<file path="src/rtl/acc64_stream.sv">
// acc64_stream: streaming 64-bit accumulator with a valid/ready operand
// port and a valid/ready result port.
// Each accepted beat is added using a 32/32 carry-select adder.
// Optional feature macro: ACC64_SAT_EN. When it is defined, the accumulator
// saturates to all-ones on any carry-out.
module acc64_stream #(
  parameter int LEN   = 4,
  parameter int CNT_W = 8
) (
  input  logic             clk,
  input  logic             rst_n,
  input  logic             in_valid,
  output logic             in_ready,
  input  logic [63:0]      in_data,
  input  logic             in_last,
  output logic             out_valid,
  input  logic             out_ready,
  output logic [63:0]      out_sum,
  output logic             out_carry,
  output logic [CNT_W-1:0] out_count
);

  typedef enum logic [1:0] {
    S_IDLE  = 2'd0,
    S_ACCUM = 2'd1,
    S_HOLD  = 2'd2
  } state_t;

  localparam logic [CNT_W-1:0] LEN_C = CNT_W'(LEN);

  state_t           state_q, state_d;
  logic [63:0]      acc_q, acc_d;
  logic             carry_q, carry_d;
  logic [CNT_W-1:0] cnt_q, cnt_d;
  logic             in_ready_q, in_ready_d;
  logic             out_valid_q, out_valid_d;
  logic [63:0]      out_sum_q, out_sum_d;
  logic             out_carry_q, out_carry_d;
  logic [CNT_W-1:0] out_count_q, out_count_d;

  logic [63:0]      acc_cur_s;
  logic             carry_cur_s;
  logic [CNT_W-1:0] cnt_cur_s;
  logic [64:0]      sum_s;
  logic [63:0]      acc_nxt_s;
  logic [CNT_W-1:0] cnt_inc_s;
  logic             accept_s;
  logic             close_s;

  // Carry-select add. The low half uses a carry-in of 0. The high half is
  // computed for both carry-in values, and the low-half carry picks one.
  // The result is {carry_out, sum[63:0]}.
  function automatic logic [64:0] csa_add64(input logic [63:0] a, input logic [63:0] b);
    logic [32:0] lo;
    logic [32:0] hi0;
    logic [32:0] hi1;
    logic [32:0] hi;
    lo  = {1'b0, a[31:0]} + {1'b0, b[31:0]};
    hi0 = {1'b0, a[63:32]} + {1'b0, b[63:32]};
    hi1 = {1'b0, a[63:32]} + {1'b0, b[63:32]} + 33'd1;
    hi  = lo[32] ? hi1 : hi0;
    return {hi, lo[31:0]};
  endfunction

  // Datapath: select the frame-start operands, add, and decide whether the beat closes the frame.
  always_comb begin
    if (state_q == S_IDLE) begin
      acc_cur_s   = 64'd0;
      carry_cur_s = 1'b0;
      cnt_cur_s   = '0;
    end else begin
      acc_cur_s   = acc_q;
      carry_cur_s = carry_q;
      cnt_cur_s   = cnt_q;
    end
    sum_s     = csa_add64(acc_cur_s, in_data);
    cnt_inc_s = cnt_cur_s + CNT_W'(1);
    accept_s  = in_valid && in_ready_q;
    close_s   = in_last || (cnt_inc_s == LEN_C);
`ifdef ACC64_SAT_EN
    if (sum_s[64]) begin
      acc_nxt_s = {64{1'b1}};
    end else begin
      acc_nxt_s = sum_s[63:0];
    end
`else
    acc_nxt_s = sum_s[63:0];
`endif
  end

  // Next-state and next-output logic. Every register holds its value by default.
  always_comb begin
    state_d     = state_q;
    acc_d       = acc_q;
    carry_d     = carry_q;
    cnt_d       = cnt_q;
    in_ready_d  = in_ready_q;
    out_valid_d = out_valid_q;
    out_sum_d   = out_sum_q;
    out_carry_d = out_carry_q;
    out_count_d = out_count_q;
    case (state_q)
      S_IDLE, S_ACCUM: begin
        if (accept_s) begin
          acc_d   = acc_nxt_s;
          carry_d = carry_cur_s | sum_s[64];
          cnt_d   = cnt_inc_s;
          if (close_s) begin
            state_d     = S_HOLD;
            in_ready_d  = 1'b0;
            out_valid_d = 1'b1;
            out_sum_d   = acc_nxt_s;
            out_carry_d = carry_cur_s | sum_s[64];
            out_count_d = cnt_inc_s;
          end else begin
            state_d = S_ACCUM;
          end
        end else begin
          state_d = state_q;
        end
      end
      S_HOLD: begin
        if (out_ready) begin
          state_d     = S_IDLE;
          acc_d       = 64'd0;
          carry_d     = 1'b0;
          cnt_d       = '0;
          in_ready_d  = 1'b1;
          out_valid_d = 1'b0;
        end else begin
          state_d = S_HOLD;
        end
      end
      default: begin
        state_d     = S_IDLE;
        acc_d       = 64'd0;
        carry_d     = 1'b0;
        cnt_d       = '0;
        in_ready_d  = 1'b1;
        out_valid_d = 1'b0;
      end
    endcase
  end

  // State and output registers, with a synchronous active-low reset.
  always_ff @(posedge clk) begin
    if (!rst_n) begin
      state_q     <= S_IDLE;
      acc_q       <= 64'd0;
      carry_q     <= 1'b0;
      cnt_q       <= '0;
      in_ready_q  <= 1'b1;
      out_valid_q <= 1'b0;
      out_sum_q   <= 64'd0;
      out_carry_q <= 1'b0;
      out_count_q <= '0;
    end else begin
      state_q     <= state_d;
      acc_q       <= acc_d;
      carry_q     <= carry_d;
      cnt_q       <= cnt_d;
      in_ready_q  <= in_ready_d;
      out_valid_q <= out_valid_d;
      out_sum_q   <= out_sum_d;
      out_carry_q <= out_carry_d;
      out_count_q <= out_count_d;
    end
  end

  assign in_ready  = in_ready_q;
  assign out_valid = out_valid_q;
  assign out_sum   = out_sum_q;
  assign out_carry = out_carry_q;
  assign out_count = out_count_q;

endmodule
</file>
<file path="config.mk">
export PLATFORM = sky130hd
export DESIGN_NAME = acc64_stream
export DESIGN_NICKNAME = d
export VERILOG_FILES = /design/src/rtl/acc64_stream.sv
export SDC_FILE = /design/constraint.sdc
export NUM_CORES = 1
export LEC_CHECK = 0
export BUFFER_PORTS_ARGS = -buffer_cell sky130_fd_sc_hd__buf_2
export CAP_MARGIN = 20
export CORE_MARGIN = 4
export CORE_UTILIZATION = 63
export DETAILED_ROUTE_END_ITERATION = 8
export GPL_ROUTABILITY_DRIVEN = 0
export PLACE_DENSITY = 0.87
export SYNTH_ARGS = -nofsm -noshare
export SYNTH_HDL_FRONTEND = slang
export SYNTH_SLANG_ARGS = --single-unit
</file>
<file path="constraint.sdc">
create_clock -name clk -period 13.23 [get_ports clk]
set_input_delay 0.6615 -clock clk [delete_from_list [all_inputs] [get_ports clk]]
set_output_delay 0.6615 -clock clk [all_outputs]
set_load 0.02 [all_outputs]
</file>
* Word-level counts from Yosys, hierarchy flattened
Index checks and enable logic that the tools add are counted.
Cells by class: $add $sub $neg 4, equal/unequal tests 6, mux-type cells 24, bitwise gates (word level) 1, reduce and logical (&&, ||, !) cells 7
Operators by type and width (count):
- 2-to-1 mux 64 bit | 3
- case mux 64 bit (2 select lines) | 1
- adder 32 x 32 -> 33 bit | 2
- adder 33 x 1 -> 33 bit, second input constant | 1
- 2-to-1 mux 33 bit | 1
- 2-to-1 mux 8 bit | 3
- case mux 8 bit (2 select lines) | 1
- adder 8 x 1 -> 8 bit, second input constant | 1
- equality test 8 x 3 -> 1 bit, second input constant | 1
- 2-to-1 mux 1 bit | 8
- 2-to-1 mux 2 bit | 3
- != test 2 bit, second input constant | 3
- case mux 1 bit (2 select lines) | 3
- AND reduction 3 bit | 2
- case mux 2 bit (2 select lines) | 1
- equality test 2 x 1 -> 1 bit, second input constant | 1
- equality test 2 bit, second input constant | 1
- zero test 2 bit | 1
- AND reduction 2 bit | 1
- OR reduction 2 bit | 1
- logical AND 1 bit | 1
- logical OR 1 bit | 1
- bitwise OR 1 bit | 1
Storage, ports and cells: bits in registers 150, input port bits 69, output and inout port bits 75, logic and storage cells 51

* Longest topological paths before layout
depth in word-level cells 8, gate-level depth with buffers 18, depth with buffers taken out 14

* Worst setup path after synthesis
OpenSTA, ideal clock, no wires.
kind reg-to-reg, from reg state_q[1], to reg carry_q, arrival time 4.522 ns, data required time 13.110 ns, path slack 8.588 ns, cell stages (with the launch flop) 19, clock period less this slack 4.642 ns, cells stage by stage dfxtp_1 clkbuf_1 or2_2 clkbuf_1 clkbuf_1 clkbuf_1 and2_1 ha_1 fa_1 a211oi_2 nor3_1 or4b_4 nor4b_4 o211ai_1 nor4_2 o2111ai_1 nor4_2 mux2i_1 o21ai_1
On the way: cells in the longest elaborated chain, start to end 8, elaborated cells on any way between the ends 16
Ends and longest elaborated chain:
- start: declaration | RTL line 31 | state_t state_q, state_d;
- start signal: assignment | RTL line 158 | state_q <= state_d;
- zero test 2 bit | RTL line 67, 102
- 2-to-1 mux 64 bit | RTL line 67 | if (state_q == S_IDLE) begin
- adder 32 x 32 -> 33 bit | RTL line 59, 60
- adder 33 x 1 -> 33 bit | RTL line 60 | hi1 = {1'b0, a[63:32]} + {1'b0, b[63:32]} + 33'd1;
- 2-to-1 mux 33 bit | RTL line 61 | hi = lo[32] ? hi1 : hi0;
- bitwise OR 1 bit | RTL line 106 | carry_d = carry_cur_s | sum_s[64];
- 2-to-1 mux 1 bit | RTL line 104 | if (accept_s) begin
- case mux 1 bit (2 select lines) | RTL line 102 | case (state_q)
- end signal: assignment | RTL line 160 | carry_q <= carry_d;
- end: declaration | RTL line 33 | logic carry_q, carry_d;
Parallel ways exist; a longest one is shown, timed or not. The select of a mux whose other input is x is not followed. A chain may end at the register's enable or synchronous reset.

* Worst setup path after layout
from reg state_q[1], to reg out_sum_q[61], in the netlist out_sum[61]
On the way: cells in the longest elaborated chain, start to end 6, elaborated cells on any way between the ends 13
Ends and longest elaborated chain:
- parallel branches: the longest is 6 deep, another holds adder 32 x 32 -> 33 bit
- end signal: assignment | RTL line 164 | out_sum_q <= out_sum_d;
- end: declaration | RTL line 37 | logic [63:0] out_sum_q, out_sum_d;
Parallel ways; which one is timed is not known.

==> results_dict.tcl <==
set metrics [dict create \
    mean_syn_cell_area_um2 7.82 \
    crit_required_ns 13.51 \
    grt_antenna_before_repair 0 \
    clock-skew-final_ns 0.0135 \
    worstSetupPathType "register to register" \
    grt_pass1_wl_um 47100 \
    placeableCoreArea_um2 15900 \
    global_route.peak_usage_layer "met2" \
    async_reset_ff_share_pct 0 \
    die_area_um2 18300 \
    die_height_um 135 \
    cap_violations 0 \
    grt_setup_unrepaired "false" \
    via_count_of_the_first_global_routing_pass 9799 \
    status "finished clean" \
    timing.critical_path.cells "or2_2 > buf_4 > and2_1 > ha_1 > and4_1 > a21boi_0 > o211ai_1 > a311oi_2 > nor2_1 > nor3_1 > and4_4 > nor3b_2 > xnor2_1 > a211oi_2" \
    number_of_enable_type_register_cells_in_the_synthesized_netlist 0 \
    cts-htree-levels 4 \
    synth_fp_nets 1443 \
    timing_worst_slew_pin_value_ns 1.09 \
    placed_area_um2 11000 \
    p_leak_nw 4.95 \
    post_cts_resized 0 \
    critical_path_peak_fanout 49 \
    timing.max_slew.rel_slack_pct 27.2 \
    drt-vias-per-instance 6.39 \
    worst_slack_at_placement_ns 8.06 \
    timing.final.crit_share_pct 40.6 \
    cellInternalPower_mw 0.912 \
    layout_commonest_cell "sky130_fd_sc_hd__dfxtp_1" \
    floorplan.initialDensity_pct 64.3 \
    fillCellCount 1244 \
    width_of_the_die_um 135 \
    cts_root_buf "sky130_fd_sc_hd__clkbuf_16" \
    synth-seq-area-share_pct 29.4 \
    hpwlAfterDp_um 20200 \
    reg_clk_slew_reported_paths_ns 0.06 \
    synthesis.instances 1306 \
    worst-path-buf-inv 1 \
    net_count_final 1538 \
    port-buffer-count 143 \
    cellPowerDensity_nw_per_um2 113 \
    netSwitchingFraction_pct 30.7 \
    vias 10400 \
    placement_row_count 46 \
    clock_insertion_delay_worst_skew_ns 0.44 \
    synthToLayoutAreaGrowth_pct 13.6 \
    sequentialPowerShare_pct 38.2 \
    peakVddDrop_mv 0.104 \
    pwr-share-comb_pct 22.0 \
    setup_tns_ns 0 \
    final_design_area_no_fill_um2 11600 \
    wl_per_cell_um 18.1 \
    fmax_mhz 186 \
    drv_slew 0 \
    clk_path_buf_depth 2 \
    tritoncts "built" \
    remaining_number_of_nets_flagged_by_the_antenna_check_after_routing 0 \
    number_of_top_level_pins 144 \
    fin_worst_hold_slack_ns 0.451 \
    pwr-share-clk_pct 39.8 \
    number_of_hold_violations_in_the_final_report 0 \
    remaining_drc_errors 0 \
    post_cts_buffers 0 \
    layout_setup_ws_ns 7.86 \
    post_route_cells_drive_above_1_share_pct 15.7 \
    tritoncts.num_buffers 17 \
    final_util_pct 73.0 \
    min_cycle_time_layout_ns 5.37 \
    setup_viol 0 \
    p_sw_mw 0.403 \
    critical_path.startpoint_type "register" \
    grt_util_met3_pct 5.31 \
    cts_hold_buf 0 \
    grt_overflow 0 \
    critical-path-top-delay-family "simple AND/OR/NAND/NOR gates" \
    cts_num_sinks 150 \
    routed_wirelength_um 29500 \
    cp_slowest_cell "sky130_fd_sc_hd__nor3_1" \
    synth.cell_area_um2 10200 \
    first_pass_iters 5 \
    timing.critical_path.to_type "register" \
    drt_iter0_markers 1032 \
    synthesis.yosys.warnings 0 \
    ys_dominant_reg_cell "sky130_fd_sc_hd__dfxtp_1" \
    diodes 0 \
    synth_register_bits 150 \
    data_arrival_critical_path_ns 5.65 \
    total_global_routing_track_utilization_pct 31.4 \
    worst_path_largest_cell_delay_ns 0.90 \
    fraction_of_met2_tracks_used_by_global_routing_pct 51.7 \
    maximum_number_of_pins_on_one_net_before_global_route_repair 101 \
    hold_path_class "register to register" \
    grt_util_met1_pct 40.5 \
    most-common-layout-cells "sky130_fd_sc_hd__dfxtp_1, sky130_fd_sc_hd__nor2_1, sky130_fd_sc_hd__buf_2, sky130_fd_sc_hd__nand2_1, sky130_fd_sc_hd__a21oi_1" \
    synth.distinct_cells 87 \
]
## flip-flops by register name, summed over array words and instances (netlist names)
name and count:
out_count 8, out_valid 1, acc_q 64, out_sum 64, carry_q 1, in_ready 1, state_q 2, cnt_q 8
out_carry 1
## area by class of cell
| type | instances | area [um2] | share of cell area (%) |
|---|---|---|---|
| Sequential cell | 150 | 3000 | 25.9 |
| Inverter | 18 | 68.8 | 0.593 |
| Clock inverter | 11 | 170 | 1.47 |
| Timing Repair Buffer | 147 | 746 | 6.43 |
| Clock buffer | 21 | 460 | 3.97 |
| Multi-Input combinational cell | 1067 | 6880 | 59.3 |
| Tap cell | 216 | 270 | 2.33 |
## tightest hold or removal path: cells and delay by family (launching register included)
kind	cells	cell delay [ns]
AOI/OAI and AO/OA	1	0.05
and+or+nand+nor	1	0.05
DFF	1	0.31
## cell usage after synthesis, drive strengths merged, types with 5 or more instances
cell type / count / area share (%)
dfxtp: 150 / 29
nor2: 150 / 5.5
nand2: 134 / 4.9
a21oi: 118 / 5.8
o21ai: 74 / 3.6
and2: 73 / 4.5
ha: 66 / 8.1
clkbuf: 56 / 2.1
xnor2: 55 / 4.7
nand3: 45 / 2.3
a211oi: 42 / 3.2
a22oi: 29 / 2.1
a21o: 28 / 2.1
nor3: 28 / 1.4
xor2: 25 / 2.1
o211ai: 18 / 1.5
inv: 17 / 0.62
nand4: 16 / 0.98
buf: 15 / 0.66
nor4: 11 / 1.0
a2bb2oi: 10 / 0.86
o21a: 9 / 0.66
nand2b: 8 / 0.56
o21bai: 8 / 0.59
and3: 7 / 0.43
mux2i: 7 / 0.69
nor2b: 7 / 0.50
or2: 7 / 0.43
o211a: 6 / 0.59
a31oi: 5 / 0.31
and4: 5 / 0.45
nor3b: 5 / 0.42
o221ai: 5 / 0.43
or3: 5 / 0.31
## kinds of logic after synthesis
kind of cell    Yosys count  synth area share (%)
compound gates          396                  25.9
xor+xnor                 80                  6.86
fa+ha+maj                68                  8.48
buf+inv                  89                  3.42
flops                   150                  29.4
mux                       9                 0.907
simple gates            514                  25.0
## metal layers
layer | routed length (um) | vias to the layer above
li1 | - | 4915
met1 | 12400 | 4878
met2 | 13700 | 527
met3 | 2240 | 91
met4 | 1120 | 0
met5 | 0 | -
## metrics by stage
| step | instances | power (mW) |
|---|---|---|
| 2_1_floorplan | 1306 | 0.713 |
| 3_3_place_gp | 1598 | 0.784 |
| 3_5_place_dp | 1598 | 0.792 |
| 4_1_cts | 1630 | 1.31 |
| 5_1_grt | 1630 | 1.36 |
| 6_report | 1630 | 1.32 |
## final timing paths
check	from	to	slack, ns	depth (start not counted)
max	state_q[1]	out_sum[61]	7.86	14
min	out_sum[10]	out_sum[10]	0.45	2
max reg2reg	state_q[1]	out_sum[61]	7.86	14
min reg2reg	out_sum[10]	out_sum[10]	0.45	2
## power by group through the flow
stage | logic, mW | registers (mW) | clock network, mW
detailed placement | 0.281 | 0.511 | 0
global route | 0.314 | 0.505 | 0.545
global placement | 0.274 | 0.510 | 0
CTS | 0.285 | 0.502 | 0.525
finish | 0.290 | 0.503 | 0.523
floorplan | 0.188 | 0.525 | 0
Note: power is estimated with default switching activity, not from simulation.
